===== src/rtl/clk_in_monitor_pkg.sv =====
// Shared types and helpers for the slow-clock input monitor.
// Holds the monitor state encoding and the phase-length tolerance test.
package clk_in_monitor_pkg;

    typedef enum logic [1:0] {
        IDLE    = 2'd0,
        ACQUIRE = 2'd1,
        LOCKED  = 2'd2
    } mon_state_e;

    // Inclusive window [nominal - tol, nominal + tol] on a measured phase length.
    function automatic logic len_in_range(input int len, input int nominal, input int tol);
        return (len >= nominal - tol) && (len <= nominal + tol);
    endfunction

endpackage


===== src/rtl/sync_edge_det.sv =====
// Two-flop synchronizer for an asynchronous slow clock.
// Adds a history flop and registered single-cycle rise/fall strobes.
module sync_edge_det (
    input  logic clk,
    input  logic rst_n,
    input  logic d_async,
    output logic level,
    output logic rise,
    output logic fall
);

    logic s1;
    logic s2;
    logic s3;

    always_ff @(posedge clk or negedge rst_n) begin
        if (!rst_n) begin
            s1   <= 1'b0;
            s2   <= 1'b0;
            s3   <= 1'b0;
            rise <= 1'b0;
            fall <= 1'b0;
        end else begin
            s1   <= d_async;
            s2   <= s1;
            s3   <= s2;
            rise <= s2 & ~s3;
            fall <= ~s2 & s3;
        end
    end

    assign level = s2;

endmodule


===== src/rtl/clk_in_monitor.sv =====
// Slow-clock monitor: edge strobes, high/low phase measurement and a
// lock/loss health indication against the nominal input frequency.
module clk_in_monitor
    import clk_in_monitor_pkg::*;
#(
    parameter int SYS_CLK      = 50000000,
    parameter int CLK_IN       = 1000000,
    parameter int NOMINAL_HALF = SYS_CLK / (2 * CLK_IN),
    parameter int TOL          = 2,
    parameter int LOCK_COUNT   = 4,
    parameter int TIMEOUT      = 4 * NOMINAL_HALF,
    parameter int CNT_W        = 8
) (
    input  logic             clk,
    input  logic             rst_n,
    input  logic             enable,
    input  logic             clk_in,
    output logic             rise_stb,
    output logic             fall_stb,
    output logic [CNT_W-1:0] high_len,
    output logic [CNT_W-1:0] low_len,
    output logic             locked,
    output logic             loss_stb,
    output logic [7:0]       loss_cnt
);

    localparam logic [CNT_W-1:0]  CNT_MAX   = '1;
    localparam logic [CNT_W-1:0]  STALL_AT  = CNT_W'(TIMEOUT - 1);
    localparam int                GOOD_W    = $clog2(LOCK_COUNT + 1);
    localparam logic [GOOD_W-1:0] GOOD_LAST = GOOD_W'(LOCK_COUNT - 1);

    logic              sync_level_unused;
    logic              sync_rise;
    logic              sync_fall;
    logic              any_stb;
    logic              stall;
    logic              in_range;
    logic [CNT_W-1:0]  hcnt;
    logic [CNT_W-1:0]  len;
    logic [GOOD_W-1:0] good_cnt;
    logic [GOOD_W-1:0] next_good;
    logic              loss_event;
    mon_state_e        state;
    mon_state_e        next_state;

    sync_edge_det u_sync (
        .clk     (clk),
        .rst_n   (rst_n),
        .d_async (clk_in),
        .level   (sync_level_unused),
        .rise    (sync_rise),
        .fall    (sync_fall)
    );

    assign rise_stb = sync_rise & enable;
    assign fall_stb = sync_fall & enable;
    assign any_stb  = rise_stb | fall_stb;

    assign len      = (hcnt == CNT_MAX) ? CNT_MAX : hcnt + CNT_W'(1);
    assign in_range = len_in_range(32'(len), NOMINAL_HALF, TOL);
    // An edge landing on the timeout cycle takes precedence over the stall.
    assign stall    = enable && (hcnt == STALL_AT) && !any_stb;

    // The counter restarts on a stall too, so a static input keeps producing
    // a stall every TIMEOUT cycles (LOCKED -> ACQUIRE -> IDLE).
    always_ff @(posedge clk or negedge rst_n) begin
        if (!rst_n) begin
            hcnt <= '0;
        end else if (enable) begin
            if (any_stb || stall) begin
                hcnt <= '0;
            end else if (hcnt != CNT_MAX) begin
                hcnt <= hcnt + CNT_W'(1);
            end
        end
    end

    always_ff @(posedge clk or negedge rst_n) begin
        if (!rst_n) begin
            high_len <= '0;
            low_len  <= '0;
        end else begin
            if (fall_stb) begin
                high_len <= len;
            end
            if (rise_stb) begin
                low_len <= len;
            end
        end
    end

    always_comb begin
        next_state = state;
        next_good  = good_cnt;
        loss_event = 1'b0;
        if (!enable) begin
            next_state = IDLE;
            next_good  = '0;
        end else begin
            case (state)
                IDLE: begin
                    // First edge only starts a measurement; its phase is partial.
                    if (any_stb) begin
                        next_state = ACQUIRE;
                        next_good  = '0;
                    end
                end
                ACQUIRE: begin
                    if (any_stb) begin
                        if (!in_range) begin
                            next_good = '0;
                        end else if (good_cnt == GOOD_LAST) begin
                            next_state = LOCKED;
                            next_good  = '0;
                        end else begin
                            next_good = good_cnt + GOOD_W'(1);
                        end
                    end else if (stall) begin
                        next_state = IDLE;
                        next_good  = '0;
                    end
                end
                LOCKED: begin
                    if ((any_stb && !in_range) || stall) begin
                        next_state = ACQUIRE;
                        next_good  = '0;
                        loss_event = 1'b1;
                    end
                end
                default: begin
                    next_state = IDLE;
                    next_good  = '0;
                end
            endcase
        end
    end

    always_ff @(posedge clk or negedge rst_n) begin
        if (!rst_n) begin
            state    <= IDLE;
            good_cnt <= '0;
            locked   <= 1'b0;
            loss_stb <= 1'b0;
            loss_cnt <= '0;
        end else begin
            state    <= next_state;
            good_cnt <= next_good;
            locked   <= (next_state == LOCKED);
            loss_stb <= loss_event;
            if (loss_event && (loss_cnt != 8'hFF)) begin
                loss_cnt <= loss_cnt + 8'd1;
            end
        end
    end

endmodule


===== config.mk =====
export PLATFORM = sky130hd
export DESIGN_NAME = clk_in_monitor
export DESIGN_NICKNAME = d
export VERILOG_FILES = /design/src/rtl/clk_in_monitor_pkg.sv /design/src/rtl/sync_edge_det.sv /design/src/rtl/clk_in_monitor.sv
export SDC_FILE = /design/constraint.sdc
export NUM_CORES = 1
export LEC_CHECK = 0
export CORE_ASPECT_RATIO = 1.2
export CORE_MARGIN = 2
export CORE_UTILIZATION = 45
export CTS_CLUSTER_SIZE = 24
export DETAILED_ROUTE_END_ITERATION = 8
export GPL_ROUTABILITY_DRIVEN = 0
export PLACE_DENSITY = 0.78
export SLEW_MARGIN = 30
export SYNTH_ARGS = -nofsm -noshare
export SYNTH_HDL_FRONTEND = slang
export SYNTH_HIERARCHICAL = 1
export SYNTH_SLANG_ARGS = --single-unit

===== constraint.sdc =====
create_clock -name clk -period 2.7 [get_ports clk]
set_input_delay 0.54 -clock clk [delete_from_list [all_inputs] [get_ports clk]]
set_output_delay 0.54 -clock clk [all_outputs]
set_load 0.03 [all_outputs]

# Word-level counts from Yosys, hierarchy flattened
# Cells that the tools add are included.
[op_classes] magnitude_cmp=2 add_sub_neg=3 bitwise=7 mux=22 eq_ne=11 n_reduce_logical=13
[op_table] operator="$mux W8" count=3
[op_table] operator="$mux W3" count=7
[op_table] operator="$add A8 B1 Y8 const B" count=2
[op_table] operator="$ne A8 B8 Y1 const B" count=2
[op_table] operator="$mux W2" count=7
[op_table] operator="$pmux W3 S3" count=1
[op_table] operator="$eq A8 B7 Y1 const B" count=1
[op_table] operator="$eq A8 B8 Y1 const B" count=1
[op_table] operator="$ge A8 B5 Y1 const B" count=1
[op_table] operator="$le A8 B5 Y1 const B" count=1
[op_table] operator="$ne A3 B3 Y1 const B" count=2
[op_table] operator="$pmux W2 S3" count=1
[op_table] operator="$logic_and A1 B1 Y1" count=5
[op_table] operator="$and A1 B1 Y1" count=4
[op_table] operator="$eq A2 B2 Y1 const B" count=2
[op_table] operator="$ne A4 B4 Y1 const B" count=1
[op_table] operator="$add A3 B1 Y3 const B" count=1
[op_table] operator="$eq A3 B2 Y1 const B" count=1
[op_table] operator="$mux W1" count=3
[op_table] operator="$reduce_and A3 Y1" count=1
[op_table] operator="$eq A2 B1 Y1 const B" count=1
[op_table] operator="$logic_not A1 Y1" count=2
[op_table] operator="$logic_not A2 Y1" count=1
[op_table] operator="$logic_or A1 B1 Y1" count=2
[op_table] operator="4 further kinds" count=5
[totals] out_inout_bits=28 elab_cells=71 input_bits=4 register_bits=44

# Longest topological paths before layout
[depth] word_depth=11 mapped_depth=9 depth_no_buf=7

# Cells and area by module
# Netlist, hierarchy kept.
[by_module_without_submodules] mod="clk_in_monitor" area_each_um2=1976.9 cells_each=214 seq_area_each_um2=975.9 n_inst=1
[by_module_without_submodules] mod="sync_edge_det" area_each_um2=140.1 cells_each=7 seq_area_each_um2=125.1 n_inst=1

# Worst setup path before layout
# No wires, ideal clock.
[synth_timing] path_kind="register -> register" from="register hcnt[1]" to="register loss_cnt[6]" setup_slack_ns=0.153 arrival_ns=2.419 t_required_ns=2.572 setup_time_ns=0.128 stages_incl_launch_ff=9 path_buffers=1 synth_period_minus_slack_ns=2.547 path_cell_list="dfrtp_1 ha_1 and3_1 buf_6 a22o_1 o32ai_2 nor2_2 or4_1 mux2_1"
[synth_via] elab_chain_cells=11 elab_cells_between_ends=16 classes_between="add/sub: 1; order compare: 2; eq/ne: 2; mux: 4; reduce/logical: 7"
[synth_lines] element="from (decl)" line="clk_in_monitor.sv:38" text="logic [CNT_W-1:0] hcnt;"
[synth_lines] element="from (signal assigned)" line="clk_in_monitor.sv:73" text="hcnt <= hcnt + CNT_W'(1);"
[synth_lines] element="$add A8 B1 Y8 or $eq A8 B8 Y1 (tied branches)" line="clk_in_monitor.sv:59" text="assign len = (hcnt == CNT_MAX) ? CNT_MAX : hcnt + CNT_W'(1);"
[synth_lines] element="$mux W8" line="clk_in_monitor.sv:59"
[synth_lines] element="$ge A8 B5 Y1 or $le A8 B5 Y1 (tied branches)" line="clk_in_monitor_pkg.sv:13" text="return (len >= nominal - tol) && (len <= nominal + tol);"
[synth_lines] element="$logic_and A1 B1 Y1" line="clk_in_monitor_pkg.sv:13"
[synth_lines] element="$logic_not A1 Y1" line="clk_in_monitor.sv:124" text="if ((any_stb && !in_range) || stall) begin"
[synth_lines] element="$logic_and A1 B1 Y1" line="clk_in_monitor.sv:124"
[synth_lines] element="$logic_or A1 B1 Y1 *" line="clk_in_monitor.sv:124"
[synth_lines] element="$mux W1 *" line="clk_in_monitor.sv:124"
[synth_lines] element="$mux W1 *" line="clk_in_monitor.sv:100" text="case (state)"
[synth_lines] element="$mux W1 *" line="clk_in_monitor.sv:96" text="if (!enable) begin"
[synth_lines] element="$logic_and A1 B1 Y1 *" line="clk_in_monitor.sv:150" text="if (loss_event && (loss_cnt != 8'hFF)) begin"
[synth_lines] element="to (signal assigned)" line="clk_in_monitor.sv:151" text="loss_cnt <= loss_cnt + 8'd1;"
[synth_lines] element="to (decl)" line="clk_in_monitor.sv:24" text="output logic [7:0] loss_cnt"
# Every way passes the cells marked *; elsewhere a longest branch is shown, timed or not.
# A chain may end at the register's enable or synchronous reset.

# Worst setup path after layout
# Same ends and word-level chain as after synthesis.

==> metrics.md <==
| Metric | Value |
|---|---|
| Result of the run | `completed` |
| Flip-flop cell with the highest count after synthesis | `dfrtp_1` |
| Reg-to-Reg Start | `hcnt[1]$_DFFE_PN0P_` |
| Synthesized flop and latch total | `44` |
| Largest vdd supply drop | `around 270 µV` |
| Tmin final | `roughly 2.5 ns` |
| Number of distinct library cell variants in the gate-level netlist after synthesis | `43` |
| Tightest Pin Transition | `~0.57 ns` |
| Final setup fails | `0` |
| Max stage delay cell, worst path | `or4_1` |
| Post-cts gate resize count | `0` |
| Die outline width | `approximately 67 µm` |
| Type of destination of the critical path | `register` |
| Most frequent cells in the layout | `dfrtp_1, nand2_1, clkdlybuf4s50_1, o21ai_0, nor2_1` |
| Number of rows in the core area | `27` |
| Cell types with the largest area share after synthesis | `dfrtp_1, nand2_1, o21ai_0` |
| Syn. warnings | `6` |
| Part of the cycle the worst path needs | `0.940` |
| Post-synthesis mux area share | `0.0154` |
| Largest incremental delay on the critical path | `0.53 ns` |
| Pwr Density | `about 640 nW/µm²` |
| Largest area contributor in the netlist | `dfrtp_1` |
| Mapped Avg Cell Area | `around 9.6 µm²` |
| DRT Pass-1 Iters | `4` |
| CTS max path bufs | `2` |
| Post-route design area | `around 2600 µm²` |
| Most frequent standard cell in the layout excluding fill and tap cells | `dfrtp_1` |
| MaxCap Viol Count | `0` |
| Number of I/O pins | `32` |
| Area growth from synthesis to final layout | `22.3%` |
| Nets | `265` |
| Xor/xnor share of the synthesized area | `0.0372` |
| Slack of the critical path | `around 0.16 ns` |
| Pin count of the biggest net entering global routing | `45` |
| Clock root cell | `clkbuf_8` |
| Compound-Gate Fraction of Synth Area | `0.146` |
| Vias | `roughly 1700` |
| Adder and majority gate portion of the synthesized area | `0.0177` |
| Total wirelength of the detailed-routed design | `~4.3 mm` |
| Leakage power | `about 0.0011 µW` |
| CTS tree | `yes` |
| Clock insertion delay at the later pin of the skew report | `approximately 0.29 ns` |
| Gate power share | `0.290` |
| Max FO, Critical Path | `7` |
| CP Launch Point | `hcnt[1]$_DFFE_PN0P_` |
| Number of synthesized flops with an enable pin | `0` |
| Data arrival time of the critical path | `~2.7 ns` |
| Dpl hpwl | `between 3 and 4 mm` |
| Max transition margin | `0.613` |
| Placeable Area | `approximately 4600 µm²` |
| Layout Skew | `about 0.0041 ns` |
| Number of antenna repair diodes | `0` |
| Area of the die | `around 5300 µm²` |
| Top cell type's share of synthesized area | `0.520` |
| Via count of the first global-routing pass | `1597` |
| Vias/cell | `5.38` |
| Post-placement cell area | `about 2500 µm²` |
| Initial antenna violation count | `0` |
| DRC violation count after routing | `0` |
| Switch Pwr | `roughly 540 µW` |
| Total routing usage reported by global routing | `0.181` |
| Fin Setup TNS | `0 ns` |
| Unrepaired setup endpoints after global routing | `no` |
| H-tree levels | `2` |
| Wire length of the first global-routing pass | `~7.3 mm` |
| Achievable frequency | `between 300 and 400 MHz` |
| Type of origin of the critical path | `register` |
| Part of the total power dissipated in the clock network | `0.218` |
| Net switching fraction of the power | `0.329` |
| Final count of hold timing violations | `0` |
| Ordered cell list for the critical path | `ha_2 > and3_1 > a22o_1 > o32ai_4 > nor2_2 > or4_1 > mux2_1` |
| Post-CTS setup-driven buffer insertion count | `0` |
| Crit path required time | `2.87 ns` |
| GRT overflow | `0` |
| Floorplan die height | `79.1 µm` |
| FF-to-FF End | `loss_cnt[6]$_DFFE_PN0P_` |
| CTS sink cnt | `44` |
| Num CTS Buffers | `5` |
| Cells after synthesis | `about 220` |
| Worst-path clk slew | `around 0.070 ns` |
| Largest family of logic cells by synthesized area | `simple AND/OR/NAND/NOR gates` |
| Proportion of layout cells with a drive suffix above 1 | `0.117` |
| Post-synthesis share of cell area spent on and, or, nand and nor gates | `0.230` |
| Drt first-iter violations | `67` |
| Netlist area before placement | `approximately 2100 µm²` |
| Post-detailed-route count of antenna-violating nets | `0` |
| Crit path to | `loss_cnt[6]$_DFFE_PN0P_` |
| Portion of total power attributed to sequential cells | `0.491` |
| Type of the tightest min-delay check | `input port to asynchronous set/reset pin` |
| Wire per inst | `13.7 µm` |
| R2R setup slack | `approximately 0.16 ns` |
| Sequential-to-total area share from yosys stat | `0.520` |
| Number of hold buffers added after cts | `0` |
| Worst Reg2Reg Path Length in Cells | `7` |
| Overall power consumption | `approximately 1600 µW` |
| Initial cell density of the core | `0.464` |
| Category of the most critical setup path | `register to register` |
| Setup WS pre-CTS | `about 0.09 ns` |
| Async set or reset register ratio after synthesis | `1.00` |
| Number of nets produced by synthesis | `228` |
| Count of final max-slew check failures | `0` |
| Internal cell power | `around 1100 µW` |
| IO buf count | `31` |
flip-flops by register name, summed over array words and instances, names as in the netlist:
signal        count
hcnt              8
high_len          8
loss_cnt          8
low_len           8
good_cnt          3
state             2
locked            1
loss_stb          1
u_sync/fall       1
u_sync/level      1
u_sync/rise       1
u_sync/s1         1
u_sync/s3         1
layout make-up:
type / instances / area (µm²)
timing repair buffer: 40 / 370
sequential: 44 / 1100
multi-input combinational: 162 / 958
tap: 58 / 72.6
clock buffer: 5 / 68.8
fill: 424 / 1970
inverter: 5 / 18.8
metrics by stage:
| stage | cells | util | hold WS, ns |
|---|---|---|---|
| floorplan | 221 | - | 0.244 |
| global placement | 309 | 0.549 | 0.334 |
| detailed placement | 309 | 0.549 | 0.352 |
| CTS | 314 | 0.564 | 0.369 |
| global route | 314 | 0.568 | 0.279 |
| finish | 314 | 0.568 | 0.243 |
worst max-delay path, delay by kind of cell, from the launching register on:
family	cells	cell delay, ns
DFF	1	0.44
and+or+nand+nor	3	0.83
muxes	1	0.32
AOI/OAI and AO/OA	2	0.58
adders and majority gates	1	0.25
kinds of logic (layout without fill, tap and decap cells):
logic type | after synthesis | after routing
AO/OA/AOI/OAI | 50 | 50
XOR/XNOR | 9 | 9
adder cells (fa/ha/maj) | 3 | 3
buffers and inverters | 15 | 50
flip-flops | 44 | 44
multiplexers | 3 | 3
AND/OR/NAND/NOR | 97 | 97
layer usage:
layer | vias to the layer above | track usage | wire [µm]
met3 | 6 | 0.0354 | 173
met2 | 44 | 0.311 | 2180
li1 | 846 | - | -
met1 | 792 | 0.222 | 1870
met5 | - | 0 | 0
met4 | 0 | 0.0694 | 75
cell usage after synthesis, drive strengths merged (2+ instances only):
| cell type | instances |
|---|---|
| a21oi | 9 |
| a22o | 2 |
| a31oi | 4 |
| a32o | 2 |
| and3 | 8 |
| buf | 2 |
| clkbuf | 8 |
| dfrtp | 44 |
| ha | 3 |
| inv | 5 |
| mux2 | 2 |
| nand2 | 36 |
| nand2b | 4 |
| nand3 | 11 |
| nand4 | 2 |
| nor2 | 16 |
| nor2b | 4 |
| nor3 | 3 |
| o21ai | 22 |
| o31ai | 4 |
| or2 | 2 |
| or3 | 2 |
| or4 | 2 |
| xnor2 | 6 |
| xor2 | 3 |
power groups by stage:
| stage | Sequential, µW | Combinational (µW) | Clock (µW) |
|---|---|---|---|
| 3_3_place_gp | 817 | 458 | 0 |
| 6_report | 810 | 479 | 360 |
| 5_1_grt | 822 | 525 | 402 |
| 2_1_floorplan | 907 | 213 | 0 |
| 3_5_place_dp | 821 | 468 | 0 |
| 4_1_cts | 809 | 468 | 381 |
worst min path at each step:
stage                   startpoint                       to  slack, ns
6_report                     rst_n  high_len[2]$_DFFE_PN0P_       0.24
5_1_grt                      rst_n      hcnt[1]$_DFFE_PN0P_       0.28
4_1_cts        u_sync/s1$_DFF_PN0_   u_sync/level$_DFF_PN0_       0.37
3_5_place_dp   u_sync/s1$_DFF_PN0_   u_sync/level$_DFF_PN0_       0.35
3_3_place_gp   u_sync/s1$_DFF_PN0_   u_sync/level$_DFF_PN0_       0.33
2_1_floorplan                rst_n  good_cnt[0]$_DFFE_PN0P_       0.24
No activity file was read; power rests on OpenSTA's default activity.
